### src/rtl/reciprocal_divider.sv
// reciprocal_divider
//   Restoring shift-subtract divider with a 4-phase req/ack handshake.
//   mode=0 : x_inv = floor(2^(2N-1) / x), rem = 2^(2N-1) mod x
//   mode=1 : x_inv = floor((a << N) / x), rem = (a << N) mod x
//   BPC quotient bits are resolved per CALC cycle; a result appears
//   2N/BPC edges after the capture edge. x=0 completes at once with err=1.
//
// Ports
//   clock  : clock, rising edge
//   rst    : asynchronous active-high reset
//   req    : operation request (4-phase handshake)
//   mode   : 0 = reciprocal, 1 = division
//   a      : dividend (mode=1 only)
//   x      : unsigned divisor
//   x_inv  : quotient (2N bits)
//   rem    : remainder (N bits)
//   ack    : result valid / handshake acknowledge
//   busy   : high while computing
//   err    : divide-by-zero flag, valid while ack=1
module reciprocal_divider #(
  parameter int N   = 8,
  parameter int BPC = 1
) (
  input  logic           clock,
  input  logic           rst,
  input  logic           req,
  input  logic           mode,
  input  logic [N-1:0]   a,
  input  logic [N-1:0]   x,
  output logic [2*N-1:0] x_inv,
  output logic [N-1:0]   rem,
  output logic           ack,
  output logic           busy,
  output logic           err
);

  localparam int          STEPS = (2 * N) / BPC;
  localparam int          CW    = $clog2(STEPS + 1);
  localparam logic [CW-1:0] LAST = CW'(STEPS - 1);
  localparam int unsigned BPC_U = BPC;

  typedef enum logic [1:0] {
    IDLE,
    CALC,
    DONE
  } state_t;

  state_t          r_state;
  logic [CW-1:0]   r_cnt;
  logic [N-1:0]    r_x;
  // Numerator bits leave at the top while quotient bits enter at the bottom;
  // after 2N steps the register holds the quotient only.
  logic [2*N-1:0]  r_nq;
  // Partial remainder already shifted left with the next numerator bit
  // appended, i.e. the value about to be compared against the divisor.
  logic [N:0]      r_cand;

  logic [2*N-1:0]  w_num;
  logic [2*N-1:0]  w_nq;
  logic [N:0]      w_cand;
  logic [N-1:0]    w_rem;
  logic            w_qbit;

  assign w_num = mode ? {a, {N{1'b0}}} : {1'b1, {(2*N-1){1'b0}}};

  // BPC restoring steps chained combinationally.
  always_comb begin
    w_nq   = r_nq;
    w_cand = r_cand;
    w_rem  = '0;
    w_qbit = 1'b0;
    for (int unsigned i = 0; i < BPC_U; i++) begin
      if (w_cand >= {1'b0, r_x}) begin
        w_rem  = N'(w_cand - {1'b0, r_x});
        w_qbit = 1'b1;
      end else begin
        w_rem  = w_cand[N-1:0];
        w_qbit = 1'b0;
      end
      w_cand = {w_rem, w_nq[2*N-1]};
      w_nq   = {w_nq[2*N-2:0], w_qbit};
    end
  end

  always_ff @(posedge clock or posedge rst) begin
    if (rst) begin
      r_state <= IDLE;
      r_cnt   <= '0;
      r_x     <= '0;
      r_nq    <= '0;
      r_cand  <= '0;
      x_inv   <= '0;
      rem     <= '0;
      ack     <= 1'b0;
      busy    <= 1'b0;
      err     <= 1'b0;
    end else begin
      unique case (r_state)
        IDLE: begin
          if (req) begin
            r_x    <= x;
            r_cnt  <= '0;
            r_nq   <= {w_num[2*N-2:0], 1'b0};
            r_cand <= {{N{1'b0}}, w_num[2*N-1]};
            if (x == '0) begin
              r_state <= DONE;
              ack     <= 1'b1;
              err     <= 1'b1;
              x_inv   <= '1;
              rem     <= '0;
            end else begin
              r_state <= CALC;
              busy    <= 1'b1;
            end
          end
        end
        CALC: begin
          if (!req) begin
            // Abort: previous results stay on the outputs.
            r_state <= IDLE;
            busy    <= 1'b0;
          end else begin
            r_nq   <= w_nq;
            r_cand <= w_cand;
            r_cnt  <= r_cnt + CW'(1);
            if (r_cnt == LAST) begin
              r_state <= DONE;
              busy    <= 1'b0;
              ack     <= 1'b1;
              err     <= 1'b0;
              x_inv   <= w_nq;
              rem     <= w_rem;
            end
          end
        end
        DONE: begin
          if (!req) begin
            r_state <= IDLE;
            ack     <= 1'b0;
          end
        end
        default: begin
          r_state <= IDLE;
          ack     <= 1'b0;
          busy    <= 1'b0;
        end
      endcase
    end
  end

endmodule

### config.mk
export PLATFORM = sky130hd
export DESIGN_NAME = reciprocal_divider
export DESIGN_NICKNAME = d
export VERILOG_FILES = /design/src/rtl/reciprocal_divider.sv
export SDC_FILE = /design/constraint.sdc
export NUM_CORES = 1
export LEC_CHECK = 0
export ABC_CLOCK_PERIOD_IN_PS = 7450
export BUFFER_PORTS_ARGS = -buffer_cell sky130_fd_sc_hd__buf_2
export CAP_MARGIN = 20
export CORE_UTILIZATION = 62
export CTS_CLUSTER_SIZE = 28
export DETAILED_ROUTE_END_ITERATION = 10
export GPL_ROUTABILITY_DRIVEN = 1
export PLACE_DENSITY = 0.93
export SLEW_MARGIN = 20
export SYNTH_ARGS = -nofsm -noshare
export SYNTH_HDL_FRONTEND = slang
export SYNTH_SLANG_ARGS = --single-unit
export TNS_END_PERCENT = 30
### constraint.sdc
create_clock -name clock -period 7.45 [get_ports clock]
set_clock_uncertainty 0.2 [all_clocks]
set_input_delay 1.8625 -clock clock [delete_from_list [all_inputs] [get_ports clock]]
set_output_delay 1.8625 -clock clock [all_outputs]
set_load 0.1 [all_outputs]
==> parameters.txt, run 1 <==
Parameter                              Value

Synthesis
  Synth Instances    371
  Seq cells post-synth    67
  Number of distinct library cell variants in the gate-level netlist after synthesis    50
  Ys flop type    sky130_fd_sc_hd__dfrtp_1
  Largest area contributor in the synthesized netlist    sky130_fd_sc_hd__dfrtp_1
  Average size of a mapped cell    9.126 um^2
  Syn nets    402
  Top area cells in the synthesized netlist    sky130_fd_sc_hd__dfrtp_1 (50%), sky130_fd_sc_hd__nand2_1 (7.8%), sky130_fd_sc_hd__o21ai_0 (5.6%)
  Yosys warns    0
  Synthesized cell area    3386 um^2
  Post-synth ARST share    100.0%
  Post-synth EDFFs    0
  Fraction of the yosys area taken by sequential cells    49.52%
  Portion of synthesized cell area occupied by the leading cell type    49.52%

Critical path
  Flop2flop setup slack    4.35 ns
  Most repeated library cell on the critical path    sky130_fd_sc_hd__nor2_1
  Terminus of the critical flop-to-flop path    x_inv[1]
  Setup crit end kind    flip-flop
  Cell at the slowest stage of the critical path    sky130_fd_sc_hd__nor3b_2
  CP Buf/Inv Count    1
  Data arrival at the endpoint of the critical path    3.94 ns
  WS Path Type    input port to flip-flop
  Critical path launch point type    input port
  Cell Chain, Critical Path    buf_2 > nor3b_2 > nand3_1 > nand2_1 > nor2_1 > nor2_1
  Count of cells along the worst register-to-register path    5
  Family of cells with the greatest summed delay on the critical path    simple AND/OR/NAND/NOR gates
  Required time of the worst setup path    7.52 ns
  Critical Path Start    req
  Worst-path fanout max    17
  Reg-to-Reg Start    r_state[0]
  Largest incremental delay on the critical path    0.82 ns

Clock network
  Max Root-Sink Buffers    2
  Number of hold buffers added after cts    0
  Cts repair resizes    0
  Clock tree root driver cell    sky130_fd_sc_hd__clkbuf_8
  Clock sink count    67
  Number of buffers inserted by post-CTS setup repair    0
  Clock network latency to the later pin of the worst-skew pair    0.34 ns
  Clock transition time at the flip-flop clock pins of the worst setup and hold paths    0.07 ns
  Num CTS Buffers    9
  CTS HTree Levels    3
  CTS tree    done

Final layout
  Diode count    0
  Final Util    73.37%
  Leading cell type in the layout, fill and taps excluded    sky130_fd_sc_hd__nand2_1
  Fraction of layout cells with a size suffix above 1    17.15%
  Layout area overhead    12.08%
  Count of filler cells inserted in the layout    357
  Net count, final    440
  Multi-input logic area    1555 um^2
  Top library cells by usage in the layout, fill and taps aside    sky130_fd_sc_hd__nand2_1 (70), sky130_fd_sc_hd__dfrtp_1 (67), sky130_fd_sc_hd__buf_2 (46)
  FF/Latch Area    1677 um^2

Global routing
  First-pass GRT wire length    12540 um
  Largest net degree at the start of global routing    68
  Overflow after GRT    0
  Number of global-route vias before repair    2709
  Initial antenna violation count    0
  Global router's overall resource usage    29.82%

Min path
  Worst hold endpoint    r_cnt[4]
  Worst Hold Class    flip-flop to flip-flop
  Number of stages on the worst hold path    2
  Startpoint of the lowest-slack hold path    r_cnt[4]

Drt
  Antenna violation net count after detailed routing    0
  Routed wire length    7812 um
  Final routed wire length divided by cell count    16.14 um
  Drt first pass iters    5
  Via density    6.124
  Via count    2964
  Iter 0 DRT Violations    386
  DRC Markers    0

Die
  Number of I/O pins    47
  Rows    26
  Initial Util    65.46%
  Die Y-Extent    75.90 um
  Total core area    5172 um^2
  Die Width    75.90 um
  Die Footprint    5760 um^2

Timing
  Fmax    258.0 MHz
  Setup repair after global routing missed its margin    no
  Finish-stage setup viols    0
  Post-route clock period utilization    52.02%
  Least-Margin Pin Slew    0.9969 ns
  Final critical delay including setup and external delays    3.876 ns
  Final Hold Viols    0
  Worst slew slack as a fraction of its limit    32.93%
  Fin Setup TNS    0 ns
  Max-slew violation total from the final report    0

Power
  Leakage power figure    0.001792 uW
  VDD IR max    0.0002001 V
  P per Cell Area    264.5 nW/um^2

Place
  Final Wtd Congestion    0.8684
  Half-perimeter wire length after detailed placement    5381 um
  Number of buffers added on ports    46

Run
  Count of maximum capacitance violations    0

Status
  Result of the run    completed
per-stage QoR:
stage | cell area, um^2 | total power [uW] | cells | hold slack (ns) | setup slack (ns)
2_1_floorplan | 3386 | 685.2 | 371 | 0.2447 | 3.704
3_5_place_dp | 3616 | 739.1 | 468 | 0.2713 | 3.212
4_1_cts | 3786 | 1001 | 484 | 0.2875 | 3.571
5_1_grt | 3795 | 1053 | 484 | 0.3130 | 3.361
6_report | 3795 | 1004 | 484 | 0.2875 | 3.574
3_3_place_gp | 3616 | 727.2 | 468 | 0.2601 | 3.375
how the worst max path moves through the flow:
stage	to	slack (ns)	depth (start not counted)
CTS	x_inv[6]	3.57	5
detailed placement	x_inv[6]	3.21	5
global route	x_inv[8]	3.36	6
global placement	rem[6]	3.38	6
finish	x_inv[1]	3.57	6
floorplan	ack	3.70	1
per-layer routing:
layer	vias to the layer above	wire, um	GRT usage, %
met4	0	129	11.32
met5	-	0	0
met1	1440	3340	39.37
met2	122	3913	47.69
li1	1382	-	-
met3	20	428	7.407
synth_stat cells (all sizes together), types with 6 or more instances:
cell     n
nand2   70
dfrtp   67
nor2    45
o21ai   38
inv     16
nor3    16
clkbuf  13
ha      10
o211ai  10
buf      8
a21oi    6
a22oi    6
cell families after synthesis:
kind of cell             synth area share, %
AO/OA/AOI/OAI                          19.88
AND/OR/NAND/NOR                        19.96
XOR/XNOR                               1.035
flip-flops                             49.52
multiplexers                          0.3326
adder cells (fa/ha/maj)                4.287
buffers and inverters                  4.989
final cells by class:
cell class,instances,share of cell area [%]
Clock buffer,10,3.363
Timing Repair Buffer,48,6.462
Sequential cell,67,44.18
Tap cell,70,2.308
Clock inverter,6,1.121
Inverter,16,1.583
Multi-Input combinational cell,267,40.98
power breakdown:
group | internal, uW | switching, uW
Combinational | 99.3 | 219
Clock | 120 | 138
Sequential | 398 | 30.5
worst reg2reg max path: cells and delay by family, from the launching register on:
kind / cells / cell delay, ns
simple gates: 5 / 2.07
flops: 1 / 0.76
registers in the layout (all words and copies together) (netlist names):
| register | cells |
|---|---|
| ack | 1 |
| r_state | 2 |
| r_x | 8 |
| rem | 8 |
| r_nq | 16 |
| busy | 1 |
| r_cand | 9 |
| x_inv | 16 |
| err | 1 |
| r_cnt | 5 |
(Power assumes the default switching activity.)
==> run 2, diff against run 1 <==
- ABC_CLOCK_PERIOD_IN_PS: 7450 -> 3400
- CORE_UTILIZATION: 62 -> 52
- PLACE_DENSITY: 0.93 -> 0.84
- clock period: 7.45 -> 3.4 ns (I/O delays scaled with it)
==> run 2 against run 1 <==
Effect of this change:
- sequential share of layout area is 0.70 points lower
- via count fell by 5.0%
- non-clock buffer count grew 6
- hold slack improved by 0.0053 ns
- design area up 1.6%
- die area grew 19%
- global-route usage fell by 6.6 points
- clock power rose by 140%
- highest routed layer unchanged
==> parameters.txt, run 2 (same netlist as run 1, synthesis figures left out) <==
Parameter                              Value

Critical path
  Flop2flop setup slack    0.57 ns
  Cell at the slowest stage of the critical path    sky130_fd_sc_hd__a31oi_2
  Required time of the worst setup path    3.48 ns
  Largest incremental delay on the critical path    0.66 ns
  Capturing element of the worst setup path    x_inv[2]
  WS Path Type    flip-flop to flip-flop
  Count of cells along the worst register-to-register path    8
  Setup crit end kind    flip-flop
  Worst-path fanout max    14
  Most repeated library cell on the critical path    sky130_fd_sc_hd__ha_1
  Terminus of the critical flop-to-flop path    x_inv[2]
  Critical Path Start    r_cnt[0]
  Cell Chain, Critical Path    ha_1 > and3_1 > ha_1 > and4b_1 > a31oi_2 > buf_4 > nor3_1 > nor2_1
  Reg-to-Reg Start    r_cnt[0]
  Critical path launch point type    flip-flop
  Data arrival at the endpoint of the critical path    2.91 ns

Clock network
  CTS tree    done
  Number of buffers inserted by post-CTS setup repair    0
  Num CTS Buffers    9
  Clock network latency to the later pin of the worst-skew pair    0.35 ns
  Clock tree root driver cell    sky130_fd_sc_hd__clkbuf_8
  Cts repair resizes    0
  Clock sink count    67
  Number of hold buffers added after cts    0
  CTS HTree Levels    3
  Clock transition time at the flip-flop clock pins of the worst setup and hold paths    0.08 ns
  Max Root-Sink Buffers    2

Min path
  Startpoint of the lowest-slack hold path    r_cand[0]
  Worst Hold Class    flip-flop to flip-flop

Final layout
  Largest registers    r_nq x16, x_inv x16, r_cand x9
  Leading cell type in the layout, fill and taps excluded    sky130_fd_sc_hd__nand2_1
  Top library cells by usage in the layout, fill and taps aside    sky130_fd_sc_hd__nand2_1 (70), sky130_fd_sc_hd__dfrtp_1 (67), sky130_fd_sc_hd__buf_2 (46)
  Layout area overhead    13.90%
  Non-filler cells in the finished layout    497
  Fraction of layout cells with a size suffix above 1    18.57%
  Diode count    0
  Final Util    61.08%
  Net count, final    446

Global routing
  Number of global-route vias before repair    2483
  Global router's overall resource usage    23.23%
  Largest net degree at the start of global routing    68
  Initial antenna violation count    0
  Overflow after GRT    0
  First-pass GRT wire length    11700 um

Die
  Rows    29
  Total core area    6314 um^2
  Initial Util    53.63%
  Die Footprint    6838 um^2
  Number of I/O pins    47
  Die Width    82.69 um
  Die Y-Extent    82.69 um

Place
  Final Wtd Congestion    0.9445
  Number of buffers added on ports    46
  Half-perimeter wire length after detailed placement    5158 um
  Instance count after placement with tap cells included    481

Drt
  Via density    5.668
  DRC Markers    0
  Final routed wire length divided by cell count    14.82 um
  Via count    2817
  Iter 0 DRT Violations    283
  Routed wire length    7368 um
  Antenna violation net count after detailed routing    0
  Drt first pass iters    5

Power
  Leakage power figure    0.001835 uW
  P per Cell Area    581.8 nW/um^2
  VDD IR max    0.0002968 V

Timing
  Setup repair after global routing missed its margin    no
  Worst slew slack as a fraction of its limit    44.99%
  Post-route clock period utilization    83.21%
  Final Hold Viols    0
  Fmax    353.5 MHz
  Max-slew violation total from the final report    0
  Least-Margin Pin Slew    0.8251 ns
  Final critical delay including setup and external delays    2.829 ns
  Finish-stage setup viols    0
  Fin Setup TNS    0 ns

Run
  Count of maximum capacitance violations    0

Status
  Result of the run    completed
-- run 2: cell types whose count changed in the layout (fill, tap and decap cells not counted), sizes merged --
cell      previous run  this run
buf                 48        54
clkinvlp             5         3
inv                 16        18
-- run 2: cell type report --
class	instances	area [um^2]
timing repair buffer	54	290.3
inverter	16	60.06
clock buffer	10	137.6
sequential	67	1677
tap	77	96.34
clock inverter	6	48.80
multi-input combinational	267	1546
fill	544	2457
-- run 2: metrics by stage --
stage                     area, um^2  total power [uW]  hold slack, ns  worst slack, ns
after floorplan                 3386              1501          0.2447           0.6668
after global placement          3670              1603          0.2599           0.6917
after detailed placement        3670              1624          0.2777           0.6174
after CTS                       3856              2240          0.2956           0.5875
after global routing            3856              2351          0.3182           0.4196
final                           3856              2244          0.2929           0.5710
-- run 2: layer usage --
layer  track usage (%)  routed length [um]
met5                 0                   0
met4             12.07                 153
met3             4.286                 423
met2             34.34                3441
met1             32.39                3349
-- run 2: worst max-delay path: cells and delay by family, from the launching register on --
kind | cells | cell delay (ns)
AND/OR/NAND/NOR | 4 | 0.72
adder cells (fa/ha/maj) | 2 | 0.47
AO/OA/AOI/OAI | 1 | 0.66
flip-flops | 1 | 0.42
buffers and inverters | 1 | 0.29
-- run 2: how the worst min path moves through the flow --
stage | slack, ns | depth (start not counted) | endpoint
final | 0.29 | 2 | r_cand[0]
after global placement | 0.26 | 2 | r_nq[15]
after global routing | 0.32 | 2 | r_cand[0]
after CTS | 0.30 | 2 | r_cand[0]
after floorplan | 0.24 | 2 | r_nq[15]
after detailed placement | 0.28 | 2 | r_cnt[4]
-- run 2: power breakdown --
group / total (uW) / leakage [uW] / internal, uW / switching (uW)
registers: 934 / 0.000895 / 871 / 62.8
clock network: 622 / 0.0000855 / 290 / 332
logic: 687 / 0.000855 / 220 / 467
